==> config.mk <==
export PLATFORM = sky130hd
export DESIGN_NAME = cyclic74_decoder
export DESIGN_NICKNAME = d
export VERILOG_FILES = /design/src/rtl/cyclic74_pkg.sv /design/src/rtl/cyclic74_syndrome_lfsr.sv /design/src/rtl/cyclic74_decoder.sv
export SDC_FILE = /design/constraint.sdc
export NUM_CORES = 1
export LEC_CHECK = 0
export BUFFER_PORTS_ARGS = -buffer_cell sky130_fd_sc_hd__buf_2
export CAP_MARGIN = 20
export CELL_PAD_IN_SITES_DETAIL_PLACEMENT = 0
export CELL_PAD_IN_SITES_GLOBAL_PLACEMENT = 1
export CORE_MARGIN = 5
export CORE_UTILIZATION = 40
export DETAILED_ROUTE_END_ITERATION = 10
export GPL_ROUTABILITY_DRIVEN = 0
export PLACE_DENSITY_LB_ADDON = 0.1
export SYNTH_ARGS = -nofsm -noshare
export SYNTH_HDL_FRONTEND = slang
export SYNTH_SLANG_ARGS = --single-unit
==> constraint.sdc <==
create_clock -name clk -period 1.6 [get_ports clk]
set_clock_uncertainty 0.05 [all_clocks]
set_input_delay 0.08 -clock clk [delete_from_list [all_inputs] [get_ports clk]]
set_output_delay 0.08 -clock clk [all_outputs]
set_load 0.01 [all_outputs]
==> src/rtl/cyclic74_pkg.sv <==
// Shared definitions for the serial (7,4) cyclic-code decoder.
//   N, K, GPOLY : code geometry and generator g(x) = 1 + x + x^3 (g3..g0)
//   state_t     : decoder FSM states
//   syn2pos     : syndrome -> single-error bit position map
package cyclic74_pkg;

    localparam int unsigned N     = 7;
    localparam int unsigned K     = 4;
    localparam logic [3:0]  GPOLY = 4'b1011;

    typedef enum logic [1:0] {
        RX   = 2'd0,
        CORR = 2'd1,
        OUT  = 2'd2
    } state_t;

    // Each entry is x^pos mod g(x) written as {s2,s1,s0}.
    // Every nonzero syndrome maps to exactly one position.
    function automatic logic [2:0] syn2pos(input logic [2:0] syn);
        logic [2:0] pos;
        pos = '0;
        case (syn)
            3'b001:  pos = 3'd0;
            3'b010:  pos = 3'd1;
            3'b100:  pos = 3'd2;
            3'b011:  pos = 3'd3;
            3'b110:  pos = 3'd4;
            3'b111:  pos = 3'd5;
            3'b101:  pos = 3'd6;
            default: pos = 3'd0;
        endcase
        return pos;
    endfunction

endpackage

==> src/rtl/cyclic74_syndrome_lfsr.sv <==
// Serial polynomial divider by g(x) = 1 + x + x^3.
// After the received bits are shifted in highest degree first, syn holds
// r(x) mod g(x) as {s2,s1,s0}.
//   clk      : clock, rising edge
//   rst      : synchronous active-low reset
//   clear    : synchronous clear of the division register
//   shift_en : shift one received bit in this cycle
//   bit_in   : received bit
//   syn      : current remainder {s2,s1,s0}
module cyclic74_syndrome_lfsr
    import cyclic74_pkg::*;
(
    input  logic       clk,
    input  logic       rst,
    input  logic       clear,
    input  logic       shift_en,
    input  logic       bit_in,
    output logic [2:0] syn
);

    // Feedback f = s2 is folded back at the x^1 and x^0 taps of g(x).
    always_ff @(posedge clk) begin
        if (!rst) begin
            syn <= '0;
        end else if (clear) begin
            syn <= '0;
        end else if (shift_en) begin
            syn <= {syn[1], syn[0] ^ syn[2], bit_in ^ syn[2]};
        end
    end

endmodule

==> src/rtl/cyclic74_decoder.sv <==
// Serial (7,4) cyclic-code decoder with single-error correction.
// Accepts one codeword bit per handshake (r6 first), divides by g(x),
// corrects at most one bit and presents the result on a valid/ready port.
//   clk       : clock, rising edge
//   rst       : synchronous active-low reset
//   in_valid  : in_bit valid this cycle
//   in_bit    : received codeword bit
//   in_ready  : decoder accepts a bit this cycle
//   out_valid : decoded result available
//   out_ready : consumer takes the result
//   msg       : corrected message, msg[j] = c[j+3]
//   syndrome  : raw syndrome {s2,s1,s0}
//   err_det   : syndrome nonzero
//   err_pos   : corrected bit position, 0 when err_det = 0
module cyclic74_decoder
    import cyclic74_pkg::*;
#(
    parameter int unsigned N     = cyclic74_pkg::N,
    parameter int unsigned K     = cyclic74_pkg::K,
    parameter logic [3:0]  GPOLY = cyclic74_pkg::GPOLY
) (
    input  logic       clk,
    input  logic       rst,
    input  logic       in_valid,
    input  logic       in_bit,
    output logic       in_ready,
    output logic       out_valid,
    input  logic       out_ready,
    output logic [3:0] msg,
    output logic [2:0] syndrome,
    output logic       err_det,
    output logic [2:0] err_pos
);

    if (N != 7 || K != 4 || GPOLY != 4'b1011) begin : g_param_check
        $error("cyclic74_decoder supports only N=7, K=4, GPOLY=4'b1011");
    end

    state_t     state_q, state_d;
    logic [2:0] cnt_q;
    logic [6:0] rx_q;
    logic [2:0] syn;
    logic       accept;
    logic       syn_clear;
    logic       load_out;
    logic [2:0] pos;
    logic [6:0] flip_mask;
    logic [6:0] corrected;

    cyclic74_syndrome_lfsr u_lfsr (
        .clk      (clk),
        .rst      (rst),
        .clear    (syn_clear),
        .shift_en (accept),
        .bit_in   (in_bit),
        .syn      (syn)
    );

    always_comb begin
        state_d   = state_q;
        in_ready  = 1'b0;
        accept    = 1'b0;
        syn_clear = 1'b0;
        load_out  = 1'b0;
        case (state_q)
            RX: begin
                // Gate with rst so in_ready is low for the whole reset cycle.
                in_ready = rst;
                accept   = in_valid & rst;
                if (accept && cnt_q == 3'd6) begin
                    state_d = CORR;
                end
            end
            CORR: begin
                load_out = 1'b1;
                state_d  = OUT;
            end
            OUT: begin
                if (out_ready) begin
                    syn_clear = 1'b1;
                    state_d   = RX;
                end
            end
            default: state_d = RX;
        endcase
    end

    // Bit i of rx_q holds r_i once all seven bits are in.
    always_comb begin
        pos       = syn2pos(syn);
        flip_mask = (syn != 3'b000) ? (7'd1 << pos) : '0;
        corrected = rx_q ^ flip_mask;
    end

    always_ff @(posedge clk) begin
        if (!rst) begin
            state_q   <= RX;
            cnt_q     <= '0;
            rx_q      <= '0;
            out_valid <= 1'b0;
            msg       <= '0;
            syndrome  <= '0;
            err_det   <= 1'b0;
            err_pos   <= '0;
        end else begin
            state_q <= state_d;
            if (accept) begin
                rx_q  <= {rx_q[5:0], in_bit};
                cnt_q <= (cnt_q == 3'd6) ? 3'd0 : cnt_q + 3'd1;
            end
            if (load_out) begin
                out_valid <= 1'b1;
                msg       <= corrected[6:3];
                syndrome  <= syn;
                err_det   <= (syn != 3'b000);
                err_pos   <= pos;
            end else if (state_q == OUT && out_ready) begin
                out_valid <= 1'b0;
            end
        end
    end

endmodule

# [Yosys cells after proc, flatten, opt, wreduce, memory -nomap -nowiden]
# Cells that the tools add are included.
[totals] inputBits=5 memories=0 latchBits=0 romBits=0 ramBits=0 output_inout_bits=13 ff_bits=27 elab_cells=47
[op_classes] multipliers=0 n_div=0 shifts=1 n_reduce_logical=7 magnitude_cmp=0 n_mux=13 eq_ne=11 add_sub_neg=1 bitwise=5
[ops] cell="one-hot mux 3 bit (6 select lines)" n=1
[ops] cell="== test 3 bit, second input constant" n=5
[ops] cell="2-to-1 mux 1 bit" n=7
[ops] cell="2-to-1 mux 7 bit" n=1
[ops] cell="<< shifter 1 x 3 -> 7 bit, first input constant" n=1
[ops] cell="bitwise XOR 7 bit" n=1
[ops] cell="== test 3 x 2 -> 1 bit, second input constant" n=2
[ops] cell="one-hot mux 2 bit (3 select lines)" n=1
[ops] cell="2-to-1 mux 2 bit" n=2
[ops] cell="!= test 2 bit, second input constant" n=2
[ops] cell="adder 3 x 1 -> 3 bit, second input constant" n=1
[ops] cell="2-to-1 mux 3 bit" n=1
[ops] cell="nonzero test 3 bit" n=1
[ops] cell="== test 2 x 1 -> 1 bit, second input constant" n=1
[ops] cell="== test 2 bit, second input constant" n=1
[ops] cell="logical AND 1 bit" n=2
[ops] cell="logical NOT 2 bit" n=1
[ops] cell="AND reduction 2 bit" n=1
[ops] cell="nonzero test 2 bit" n=1
[ops] cell="OR reduction 2 bit" n=1
[ops] cell="bitwise XOR 1 bit" n=2
[ops] cell="bitwise AND 1 bit" n=1
[ops] cell="inverter 1 bit" n=1

# [Logic depth before layout (Yosys ltp)]
[logic_depth] ltp_word=5 ltp_mapped=6 ltp_nobuf=3

# [Cells and area by module]
# A second synthesis with hierarchy kept.
[hier_totals] cells_unflattened=127 area_unflattened_um2=1192.4
[by_module_without_submodules] module="cyclic74_decoder" n_inst=1 cells_each=115 area_each_um2=1062.3
[by_module_without_submodules] module="cyclic74_syndrome_lfsr" n_inst=1 cells_each=12 area_each_um2=130.1

# [Worst setup path before layout]
# No wires, ideal clock.
[synth_timing] path_kind="register -> register" from="register state_q[1]" to="register u_lfsr.syn[1]" path_slack_ns=0.449 required_time_ns=1.462 setup_ns=0.088 arrival_ns=1.013 path_buffers=1 period_less_slack_ns=1.151 stages_incl_launch_ff=5 path_cell_list="dfxtp_1 -> nor4bb_1 -> buf_4 -> nor2_1 -> a311oi_2"
[synth_via] elab_chain_cells=3 elab_cells_between_ends=5 cone_classes="eq/ne: 1; mux: 2; reduce/logical: 2"
[synth_lines] item="from (decl)" line_no="cyclic74_decoder.sv:39" source="state_t state_q, state_d;"
[synth_lines] item="from (signal assigned)" line_no="cyclic74_decoder.sv:106" source="state_q <= state_d;"
[synth_lines] item="== test 2 bit" line_no="cyclic74_decoder.sv:65" source="case (state_q)"
[synth_lines] item="2-to-1 mux 1 bit" line_no="cyclic74_decoder.sv:65"
[synth_lines] item="OR reduction 2 bit (no line)"
[synth_lines] item="to (signal assigned)" line_no="cyclic74_syndrome_lfsr.sv:28" source="syn <= {syn[1], syn[0] ^ syn[2], bit_in ^ syn[2]};"
[synth_lines] item="to (decl)" line_no="cyclic74_syndrome_lfsr.sv:18" source="output logic [2:0] syn"
# Several ways; a longest one is shown, not always the timed one.
# A chain may end at the register's enable or synchronous reset.

# [Worst setup path in the final report]
# Same ends and word-level chain as after synthesis.

==> qor.csv <==
stage;metric;value;unit
clock_tree;clk_path_buf_depth;2;
worst_setup_path;r2r_cells;4;
clock_tree;clock-sinks;27;
sta;period_needed;1.34;ns
clock_tree;post-cts-setup-buffers;0;
place;numPortBuffers;17;
clock_tree;cts_resized;0;
logic_synthesis;synth.avg_cell_area;8.73;um^2
floorplan;rows;19;
place;dp_cells;172;
clock_tree;clk_latency;0.31;ns
logic_synthesis;async_flop_share;0;%
global_route;grt_overflow_total;0;
global_route;grt_pass1_vias;889;
sta;setup_viol;0;
worst_hold_path;hold_depth;3;
clock_tree;h-tree-depth;1;
floorplan;die_x;63.5;um
power;p_per_area;822;nW/um^2
sta;max_freq;0.745;GHz
logic_synthesis;synth_most_common_cell;nand2_1;
place;preCtsSetupSlack;0.284;ns
route;detail-route-antenna-nets;0;
clock_tree;cts_made_buffers;3;
sta;fin_ws;0.257;ns
route;drc;0;
sta;rsz0062_at_grt;false;
place;post_dp_cell_area;1240;um^2
layout;syn_to_final_growth;11.3;%
sta;worst_slew_pin_slew;0.371;ns
logic_synthesis;syn_nets;136;
logic_synthesis;synth_edf_count;0;
route;viasPerCell;5.06;
global_route;grt_pass1_wl;3990;um
logic_synthesis;yosysWarnings;0;
worst_setup_path;critical_path.max_fanout;17;
floorplan;initial_core_util;41.5;%
logic_synthesis;ys_types;29;
global_route;antenna_found_initial;0;
route;routed_wl;2120;um
logic_synthesis;synth_top_cell_area_share;47.3;%
logic_synthesis;ys_ff_latch;27;
floorplan;die_y;63.5;um
clock_tree;clockRootBuffer;clkbuf_4;
route;vias;896;
run;cap_violations;0;
worst_setup_path;critical_path_class;flop to flop;
sta;hold_viol_final;0;
layout;fin_util;46.1;%
sta;slew_violations;0;
clock_tree;holdBufCountCts;1;
layout;design_area;1270;um^2
logic_synthesis;yosys-top-cells-area;dfxtp_1, nand2_1, a21boi_0, a21boi_1, a21oi_1;
sta;slew_headroom;75.2;%
worst_setup_path;arrival;1.53;ns
layout;finalNonFillerCells;177;
layout;antenna_cells;0;
layout;drive_gt1_share;17.8;%
global_route;grt_usage;12.0;%
power;leakagePower;0.482;nW
logic_synthesis;syn_inst;131;
logic_synthesis;synth_ff_type;dfxtp_1;
layout;nets;152;
power;irDropWorstVdd;457;uV
route;drtIter0Drc;33;
global_route;grt_max_degree;20;
worst_setup_path;startpoint_type;flop;
route;drt-pass1-iter-count;4;
route;drt-wirelength-per-cell;12.0;um
floorplan;num_io_pins;18;
floorplan;die_area;4030;um^2
worst_hold_path;min_path_type;primary input to flop;
floorplan;core_area;2760;um^2
worst_setup_path;worstPathRequired;1.79;ns
logic_synthesis;yosysTopAreaCell;dfxtp_1;
worst_setup_path;ff2ff_setup_slack;0.26;ns
worst_setup_path;critPathCaptureType;flop;
logic_synthesis;netlist_area;1140;um^2
clock_tree;cts_tree;yes;
place;dp_hpwl;1520;um
sta;fin_setup_tns;0;ns
clock_tree;cts.clk_slew.worst_paths;0.14;ns
logic_synthesis;synth_commonest_cells;nand2_1, dfxtp_1, a21boi_0, a21oi_1, o21ai_0;
logic_synthesis;seq_area_frac_synth;47.3;%
sta;period_share;83.9;%
outcome;status;completed;
==> flip-flops by register name, summed over array words and instances, names as in the netlist <==
register	flops
u_lfsr.syn	3
cnt_q	3
out_valid	1
syndrome	3
state_q	2
err_pos	3
err_det	1
rx_q	7
msg	4
==> layout by cell type, fill, tap and decap left out, types with 3 or more instances in the layout <==
cell type / n
o21ai_0: 7
buf_4: 4
a21oi_1: 7
nand3b_1: 4
buf_2: 17
nand2_1: 31
nor2_1: 3
nand2b_1: 4
clkbuf_4: 3
nand3_1: 4
dfxtp_1: 27
xor2_1: 4
a21boi_0: 7
a21boi_1: 6
==> metal layers <==
layer / track usage [%] / vias to the layer above / part of all wire (%) / wire length [um]
met5: 0 / - / 0 / 0
met4: 4.94 / 0 / 2.8 / 59
met3: 2.13 / 4 / 4.4 / 93
met2: 19.9 / 13 / 47 / 1010
met1: 15.1 / 405 / 45 / 961
li1: - / 474 / - / -
==> per-stage QoR <==
step | hold slack [ns] | total power, mW
after floorplan | 0.165 | 0.760
after global placement | 0.303 | 0.774
after detailed placement | 0.309 | 0.775
after CTS | 0.0191 | 1.07
after global routing | 0.0228 | 1.11
final | 0.0267 | 1.05
==> critical path: stages (launching register included) <==
cell	delay, ns
dfxtp_1	0.39
nor4bb_2	0.29
buf_4	0.25
nor2_1	0.07
a311oi_2	0.23
==> path summary, 6_finish.rpt <==
path	from	endpoint
setup reg to reg	state_q[1]	u_lfsr.syn[1]
hold reg to reg	rx_q[0]	rx_q[1]
setup / recovery	state_q[1]	u_lfsr.syn[1]
hold / removal	out_ready	state_q[1]
==> power by group <==
group / internal, mW / switching, mW / total (mW)
registers: 0.681 / 0.0145 / 0.696
clock network: 0.0972 / 0.188 / 0.285
logic: 0.0311 / 0.0337 / 0.0648
==> cell type report <==
class	instances	area, um^2
Clock buffer	4	26.3
Fill cell	297	1490
Multi-Input combinational cell	93	542
Sequential cell	27	541
Tap cell	31	38.8
Timing Repair Buffer	22	125
==> logic make-up after synthesis <==
| group | Yosys count | synth area share, % |
|---|---|---|
| DFF | 27 | 47.3 |
| buffers and inverters | 11 | 5.91 |
| and+or+nand+nor | 53 | 22.8 |
| xor gates and xnor gates | 5 | 3.83 |
| AOI/OAI and AO/OA | 35 | 20.2 |
Note: power is estimated with default switching activity, not from simulation.
